$ cat config.mk
export PLATFORM = sky130hd
export DESIGN_NAME = mem_arbiter
export DESIGN_NICKNAME = d
export VERILOG_FILES = /design/src/rtl/mem_arb_pkg.sv /design/src/rtl/mem_req_slot.sv /design/src/rtl/mem_arbiter.sv
export SDC_FILE = /design/constraint.sdc
export NUM_CORES = 1
export LEC_CHECK = 0
export ABC_AREA = 0
export CAP_MARGIN = 10
export CORE_ASPECT_RATIO = 1.2
export CORE_MARGIN = 3
export CORE_UTILIZATION = 44
export CTS_CLUSTER_DIAMETER = 120
export CTS_CLUSTER_SIZE = 12
export DETAILED_ROUTE_END_ITERATION = 12
export PLACE_DENSITY = 0.81
export SETUP_SLACK_MARGIN = 0.05
export SLEW_MARGIN = 25
export SYNTH_ARGS = -nofsm -noshare
export SYNTH_HDL_FRONTEND = slang
export SYNTH_SLANG_ARGS = --single-unit
$ cat constraint.sdc
create_clock -name clk -period 2.4 [get_ports clk]
set_input_delay 0.48 -clock clk [delete_from_list [all_inputs] [get_ports clk]]
set_output_delay 0.48 -clock clk [all_outputs]
set_load 0.01 [all_outputs]
$ cat src/rtl/mem_arb_pkg.sv
// Shared types for the instruction/data memory arbiter.
//   arb_state_t : arbiter FSM states
//   mem_req_t   : one captured memory request
//   grant_t     : which side was granted most recently
package mem_arb_pkg;

  typedef enum logic [1:0] {
    IDLE    = 2'd0,
    SERVE_I = 2'd1,
    SERVE_D = 2'd2
  } arb_state_t;

  typedef struct packed {
    logic [31:0] addr;
    logic [3:0]  rmask;
    logic [3:0]  wmask;
    logic [31:0] wdata;
  } mem_req_t;

  typedef enum logic {
    GNT_I = 1'b0,
    GNT_D = 1'b1
  } grant_t;

endpackage

$ cat src/rtl/mem_req_slot.sv
// One-entry request latch.
//   clk, rst : clock, synchronous active-high reset
//   capture  : load req_in, set valid (wins over clear)
//   clear    : drop the held request
//   req_in   : request to capture
//   valid    : slot holds a request
//   req      : held request
module mem_req_slot
  import mem_arb_pkg::*;
(
  input  logic     clk,
  input  logic     rst,
  input  logic     capture,
  input  logic     clear,
  input  mem_req_t req_in,
  output logic     valid,
  output mem_req_t req
);

  always_ff @(posedge clk) begin
    if (rst) begin
      valid <= 1'b0;
      req   <= '0;
    end else if (capture) begin
      valid <= 1'b1;
      req   <= req_in;
    end else if (clear) begin
      valid <= 1'b0;
    end
  end

endmodule

$ cat src/rtl/mem_arbiter.sv
// Merges the CPU instruction and data ports onto one multi-cycle memory port.
//   clk, rst                         : clock, synchronous active-high reset
//   imem_addr/imem_rmask             : fetch request (rmask != 0 marks a request)
//   imem_rdata/imem_resp             : fetch data and one-cycle completion pulse
//   dmem_addr/rmask/wmask/wdata      : load/store request
//   dmem_rdata/dmem_resp             : load data and one-cycle completion pulse
//   mem_addr/rmask/wmask/wdata       : registered request to memory
//   mem_rdata/mem_resp               : memory read data and completion
module mem_arbiter
  import mem_arb_pkg::*;
(
  input  logic        clk,
  input  logic        rst,
  input  logic [31:0] imem_addr,
  input  logic [3:0]  imem_rmask,
  output logic [31:0] imem_rdata,
  output logic        imem_resp,
  input  logic [31:0] dmem_addr,
  input  logic [3:0]  dmem_rmask,
  input  logic [3:0]  dmem_wmask,
  input  logic [31:0] dmem_wdata,
  output logic [31:0] dmem_rdata,
  output logic        dmem_resp,
  output logic [31:0] mem_addr,
  output logic [3:0]  mem_rmask,
  output logic [3:0]  mem_wmask,
  output logic [31:0] mem_wdata,
  input  logic [31:0] mem_rdata,
  input  logic        mem_resp
);

  arb_state_t state, state_n;
  grant_t     last_grant, grant_n;
  mem_req_t   mem_q;

  logic       i_has_req, d_has_req;
  logic       i_valid, d_valid;
  logic       i_clear, d_clear;
  logic       i_capture, d_capture;
  logic       i_avail, d_avail;
  logic       decide, load;
  mem_req_t   i_in, d_in, i_req, d_req, i_eff, d_eff;

  assign i_has_req = |imem_rmask;
  assign d_has_req = (|dmem_rmask) | (|dmem_wmask);

  assign i_in = '{addr: imem_addr, rmask: imem_rmask, wmask: 4'h0, wdata: 32'h0};
  // A store with a stray rmask is treated purely as a store.
  assign d_in = '{addr: dmem_addr, rmask: ((|dmem_wmask) ? 4'h0 : dmem_rmask),
                  wmask: dmem_wmask, wdata: dmem_wdata};

  mem_req_slot u_slot_i (
    .clk    (clk),
    .rst    (rst),
    .capture(i_capture),
    .clear  (i_clear),
    .req_in (i_in),
    .valid  (i_valid),
    .req    (i_req)
  );

  mem_req_slot u_slot_d (
    .clk    (clk),
    .rst    (rst),
    .capture(d_capture),
    .clear  (d_clear),
    .req_in (d_in),
    .valid  (d_valid),
    .req    (d_req)
  );

  always_ff @(posedge clk) begin
    if (rst) begin
      state      <= IDLE;
      last_grant <= GNT_I;
    end else begin
      state      <= state_n;
      last_grant <= grant_n;
    end
  end

  // Arbitration looks through the slots: a request captured on this edge
  // is already eligible, so the memory port is loaded with zero bubble.
  always_comb begin
    i_clear   = (state == SERVE_I) && mem_resp;
    d_clear   = (state == SERVE_D) && mem_resp;
    i_capture = i_has_req && (!i_valid || i_clear);
    d_capture = d_has_req && (!d_valid || d_clear);
    i_avail   = i_capture || (i_valid && !i_clear);
    d_avail   = d_capture || (d_valid && !d_clear);
    i_eff     = i_capture ? i_in : i_req;
    d_eff     = d_capture ? d_in : d_req;
    decide    = (state == IDLE) || mem_resp;
    state_n   = state;
    grant_n   = last_grant;
    load      = 1'b0;
    if (decide) begin
      state_n = IDLE;
      if (d_avail && !(i_avail && last_grant == GNT_D)) begin
        state_n = SERVE_D;
        grant_n = GNT_D;
        load    = 1'b1;
      end else if (i_avail) begin
        state_n = SERVE_I;
        grant_n = GNT_I;
        load    = 1'b1;
      end
    end
  end

  always_ff @(posedge clk) begin
    if (rst) begin
      mem_q      <= '0;
      imem_resp  <= 1'b0;
      dmem_resp  <= 1'b0;
      imem_rdata <= '0;
      dmem_rdata <= '0;
    end else begin
      if (decide) begin
        if (load) mem_q <= (grant_n == GNT_D) ? d_eff : i_eff;
        else      mem_q <= '0;
      end
      imem_resp <= i_clear;
      dmem_resp <= d_clear;
      if (i_clear) imem_rdata <= mem_rdata;
      if (d_clear && (|mem_q.rmask)) dmem_rdata <= mem_rdata;
    end
  end

  assign mem_addr  = mem_q.addr;
  assign mem_rmask = mem_q.rmask;
  assign mem_wmask = mem_q.wmask;
  assign mem_wdata = mem_q.wdata;

`ifndef SYNTHESIS
  always_ff @(posedge clk) begin
    if (!rst) begin
      assert (!(i_has_req && i_valid && !i_clear))
        else $error("mem_arbiter: fetch request dropped, slot busy");
      assert (!(d_has_req && d_valid && !d_clear))
        else $error("mem_arbiter: data request dropped, slot busy");
      assert (!((|dmem_rmask) && (|dmem_wmask)))
        else $error("mem_arbiter: dmem_rmask and dmem_wmask both set");
    end
  end
`endif

endmodule
Yosys cells after proc, flatten, opt, wreduce, memory -nomap -nowiden
Index checks and enable logic that the tools add are counted.
{"block": "op_classes", "n_eq_ne": 2, "mux": 17, "bitwise": 1, "reduce_logical": 26}
{"cell": "$mux 72", "n": 4}
{"cell": "$reduce_or 4->1", "n": 4}
{"cell": "$mux 1", "n": 11}
{"cell": "$logic_and 1x1->1", "n": 9}
{"cell": "$logic_not 1->1", "n": 5}
{"cell": "$logic_or 1x1->1", "n": 5}
{"cell": "$mux 4", "n": 1}
{"cell": "$reduce_bool 2->1", "n": 2}
{"cell": "$eq 2x1->1 const B", "n": 1}
{"cell": "$eq 2x2->1 const B", "n": 1}
{"cell": "$logic_not 2->1", "n": 1}
{"cell": "$mux 2", "n": 1}
{"cell": "$or 1x1->1", "n": 1}
{"block": "word_totals", "ff_bits": 287, "inputBits": 143, "output_inout_bits": 138, "wordCells": 66}

Depth between registers and ports, before layout
{"block": "logic_depth", "depth_word": 12, "mapped_depth": 8, "ltp_nobuf": 5}

Hierarchy
A second synthesis with hierarchy kept.
{"block": "unflattened", "hier_cells": 1347, "area_unflattened_um2": 12274.3}
{"module": "mem_arbiter", "instances": 1, "cells_each": 875, "area_each_um2": 6954.2, "seq_area_each_um2": 2822.7}
{"module": "mem_req_slot", "instances": 2, "cells_each": 236, "area_each_um2": 2660.1, "seq_area_each_um2": 1461.4}

Worst setup path before layout
OpenSTA, ideal clock, no wires.
{"block": "synth_timing", "path_kind": "input -> register", "from": "input port dmem_rmask[3]", "to": "register mem_q, in the netlist mem_addr[0]", "setup_time_ps": 122, "arrival_ps": 2182, "required_time_ps": 2278, "slack_ps": 97, "cell_stages": 7, "path_buffers": 2, "path_cell_list": "or4_1 > o2bb2ai_1 > buf_2 > buf_2 > mux2i_1 > nor2_1 > a221o_1"}
{"block": "synth_between", "elab_chain_len": 9, "elab_cells_between_ends": 12, "cone_classes": "mux (7); bitwise (1); reduce/logical (4)"}
{"element": "start: declaration", "line_no": "mem_arbiter.sv:19", "text": "input logic [3:0] dmem_rmask,"}
{"element": "$reduce_or 4->1 (*)", "line_no": "mem_arbiter.sv:45", "text": "assign d_has_req = (|dmem_rmask) | (|dmem_wmask);"}
{"element": "$or 1x1->1 (*)", "line_no": "mem_arbiter.sv:45"}
{"element": "$logic_and 1x1->1 (*)", "line_no": "mem_arbiter.sv:88", "text": "d_capture = d_has_req && (!d_valid || d_clear);"}
{"element": "$logic_or 1x1->1", "line_no": "mem_arbiter.sv:90", "text": "d_avail = d_capture || (d_valid && !d_clear);"}
{"element": "$logic_and 1x1->1", "line_no": "mem_arbiter.sv:99", "text": "if (d_avail && !(i_avail && last_grant == GNT_D)) begin"}
{"element": "$mux 1", "line_no": "mem_arbiter.sv:99"}
{"element": "$mux 1", "line_no": "mem_arbiter.sv:97", "text": "if (decide) begin"}
{"element": "$mux 72", "line_no": "mem_arbiter.sv:120", "text": "if (load) mem_q <= (grant_n == GNT_D) ? d_eff : i_eff;"}
{"element": "$mux 72 (*)", "line_no": "mem_arbiter.sv:120"}
{"element": "end signal: assignment", "line_no": "mem_arbiter.sv:120"}
{"element": "end: declaration", "line_no": "mem_arbiter.sv:34", "text": "mem_req_t mem_q;"}
Every way passes the cells marked *; elsewhere a longest branch is shown, timed or not.
A chain may end at the register's enable or synchronous reset.

Worst setup path in the final report
{"block": "layout_timing", "from": "input port dmem_wmask[2]", "to": "register mem_q, in the netlist mem_addr[11]"}
{"block": "layout_between", "elab_chain_len": 9, "elab_cells_between_ends": 12, "cone_classes": "mux (7); bitwise (1); reduce/logical (4)"}
{"element": "start: declaration", "line_no": "mem_arbiter.sv:20", "text": "input logic [3:0] dmem_wmask,"}
{"element": "$reduce_or 4->1 (*)", "line_no": "mem_arbiter.sv:45"}
{"element": "$or 1x1->1 (*)", "line_no": "mem_arbiter.sv:45"}
{"element": "$logic_and 1x1->1 (*)", "line_no": "mem_arbiter.sv:88"}
{"element": "$logic_or 1x1->1", "line_no": "mem_arbiter.sv:90"}
{"element": "$logic_and 1x1->1", "line_no": "mem_arbiter.sv:99"}
{"element": "$mux 1", "line_no": "mem_arbiter.sv:99"}
{"element": "$mux 1", "line_no": "mem_arbiter.sv:97"}
{"element": "$mux 72", "line_no": "mem_arbiter.sv:120"}
{"element": "$mux 72 (*)", "line_no": "mem_arbiter.sv:120"}
Marks and branches as above.

==> run metrics <==
status finished, final reports clean; clock skew 0.0183 ns; unrepaired setup endpoints after global routing false; Num CTS Buffers 27; routability cong. 0.863; Routed WL per cell 17.5 um; dpl ws -0.400 ns; Yosys top cell area share 53.8%; Final Cycle Share 94.0%; Seq/Total Area, Yosys 53.8%; synth top area cells dfxtp_1 54%, nand2_1 9.4%, a21oi_1 6.5%; count of input and output buffers 280; Design Area, Final 15,000 sq um; overall power 0.0112 W; ys flop type dfxtp_1; peak fanout along the critical path 26; max_cap viols 0; vias in the first global route 10.0k; leakage 5.71 nW; Root Buffer clkbuf_16; #FFs+latches synth 287; Die X 148 um; EDFF count, synth 0; R2R Setup Slk 0.38 ns; Placed Cells 1,805; r2r startpoint state[1]; CTS tree built; Hold Path Class reg -> reg; share of post-route cells with drive strength above 1 7.90%; CTS clk-pin slew, worst paths 0.06 ns; Hold WS 0.439 ns; dpl cell area 14,400 sq um; total number of vias 10.0k; Slew @ Worst Pin 0.882 ns; Std-Cell Rows 61; mean post-synth cell area 8.65 sq um; Rel. slew slack 41.2%; Vias per Instance 5.48; drt drc 0; drt pass-1 iters 5; Longest Clk Path Bufs 3; final setup fails 0; hold depth 2; Netlist cell types 38; die area 26,200 sq um; Layout fillers 1,953; Tmin final 2.26 ns; Worst Reg-to-Reg Cells 8; Final Hold Viols 0; Overflow after GRT 0; CORE AREA 23,500 sq um; boundary pin count 281; initial antenna violation count 0; CP Class in -> reg; Starting Density 45.4%; antenna viol nets, final 0; total track usage 23.3%; number of nets in the layout 1,662; VDD IR-drop max 0.000564 V; latest clock arrival within the worst-skew pair 0.54 ns; PwrDens 746 nW/um^2; H-tree levels 1; Final Max Slew Viols 0; CP Capture Type flop; post-DP HPWL 22,000 um; most frequent cell after synthesis dfxtp_1; cell accounting for the most synthesized area dfxtp_1; first-pass GRT wire length 50,600 um; CP arrival 2.68 ns; die height 177 um; post-CTS setup buffers 0; synthesized area 10,700 sq um; Cells after Synth 1,235; Final Non-Filler Cells 1,835; final WL 32,100 um; largest net degree at the start of global routing 85; Post-synth ARST share 0%; fmax 443 MHz; WP data required 2.83 ns; commonest cells in the netlist 287 x dfxtp_1, 267 x nand2_1, 138 x a21oi_1, 123 x nor2_1, 73 x clkbuf_1; Final WS setup 0.143 ns; Hold Path Origin u_slot_i.req[18]; syn nets 1,378; initial detailed-routing violation count 621; yosys synthesis warning count 0; area delta synth->final 40.9%; Num Clock Sinks 287; FF-to-FF End mem_wdata[20]; hold path endpoint u_slot_i.req[18]; Worst setup SP type input pin
worst max path at each step:
stage                  start            end  slack [ns]  cells past startpoint
3_3_place_gp   dmem_rmask[3]  mem_wdata[21]       -0.32                      8
6_report       dmem_wmask[2]   mem_addr[11]        0.14                      7
2_1_floorplan  dmem_rmask[3]    mem_addr[0]         0.1                      7
5_1_grt        dmem_wmask[2]    mem_addr[3]        0.07                      7
4_1_cts        dmem_rmask[2]  mem_wdata[28]        0.13                      8
3_5_place_dp   dmem_rmask[3]  mem_wdata[28]       -0.40                      8
state kept, by name (all words and copies together) (netlist names), 2 cells and up:
| register | flops |
|---|---|
| mem_addr | 32 |
| u_slot_d.req | 72 |
| state | 2 |
| dmem_rdata | 32 |
| mem_wmask | 4 |
| imem_rdata | 32 |
| mem_rmask | 4 |
| mem_wdata | 32 |
| u_slot_i.req | 72 |
stage by stage:
stage	util [%]	setup TNS [ns]
2_1_floorplan	-	0
3_3_place_gp	61.0	-27.97
3_5_place_dp	61.0	-34.14
4_1_cts	64.0	0
5_1_grt	64.0	0
6_report	64.0	0
power breakdown:
group	internal [W]	switching, W	total [W]	leakage, nW
clock network	0.00198	0.00165	0.00363	0.338
logic	0.00116	0.00115	0.00231	3.02
registers	0.00510	0.000185	0.00529	2.35
total	0.00824	0.00298	0.0112	5.71
cells in the final DEF (no fill, tap or decap), types with 26 or more instances in the layout:
cell | netlist | routed
a21oi_1 | 138 | 138
a221o_1 | 36 | 36
a22oi_1 | 26 | 26
buf_4 | 1 | 52
clkbuf_16 | 0 | 27
clkdlybuf4s50_1 | 0 | 279
dfxtp_1 | 287 | 287
inv_1 | 40 | 40
mux2i_1 | 50 | 50
nand2_1 | 267 | 267
nor2_1 | 123 | 121
nor4_1 | 37 | 37
cells by family after synthesis:
group,Yosys count,synth area share (%)
and+or+nand+nor,491,19.6
DFF,287,53.8
AOI/OAI and AO/OA,267,16.7
buffers and inverters,140,5.30
muxes,50,4.69
critical path, cell delays in order:
cell and delay (ns):
clkdlybuf4s50_1 0.46, or4_4 0.61, o2bb2ai_4 0.25, buf_12 0.25, mux2i_1 0.28, nor2_1 0.08, a221o_1 0.25
repair_timing:
item | 4_1_cts | 5_1_grt
hold buffers | 0 | 0
setup endpoints to repair | 0 | 15
gates resized for setup | 0 | 2
final cells by class:
type / instances / area [sq um] / share of cell area, %
antenna: 1 / 2.50 / 0.0166
clock buffer: 28 / 679 / 4.51
clock inverter: 1 / 8.76 / 0.0582
inverter: 40 / 150 / 0.998
multi-input combinational: 808 / 4420 / 29.4
sequential: 287 / 5750 / 38.2
tap: 315 / 394 / 2.62
timing repair buffer: 355 / 3650 / 24.2
metal layers:
| metal | vias to the layer above | track usage (%) | part of all wire (%) |
|---|---|---|---|
| met5 | - | 0 | 0 |
| met4 | 0 | 8.66 | 3.6 |
| met3 | 73 | 4.84 | 7.9 |
| met2 | 444 | 40.6 | 49 |
| met1 | 4739 | 28.4 | 40 |
| li1 | 4791 | - | - |
Power figures use the tool's default switching activity.
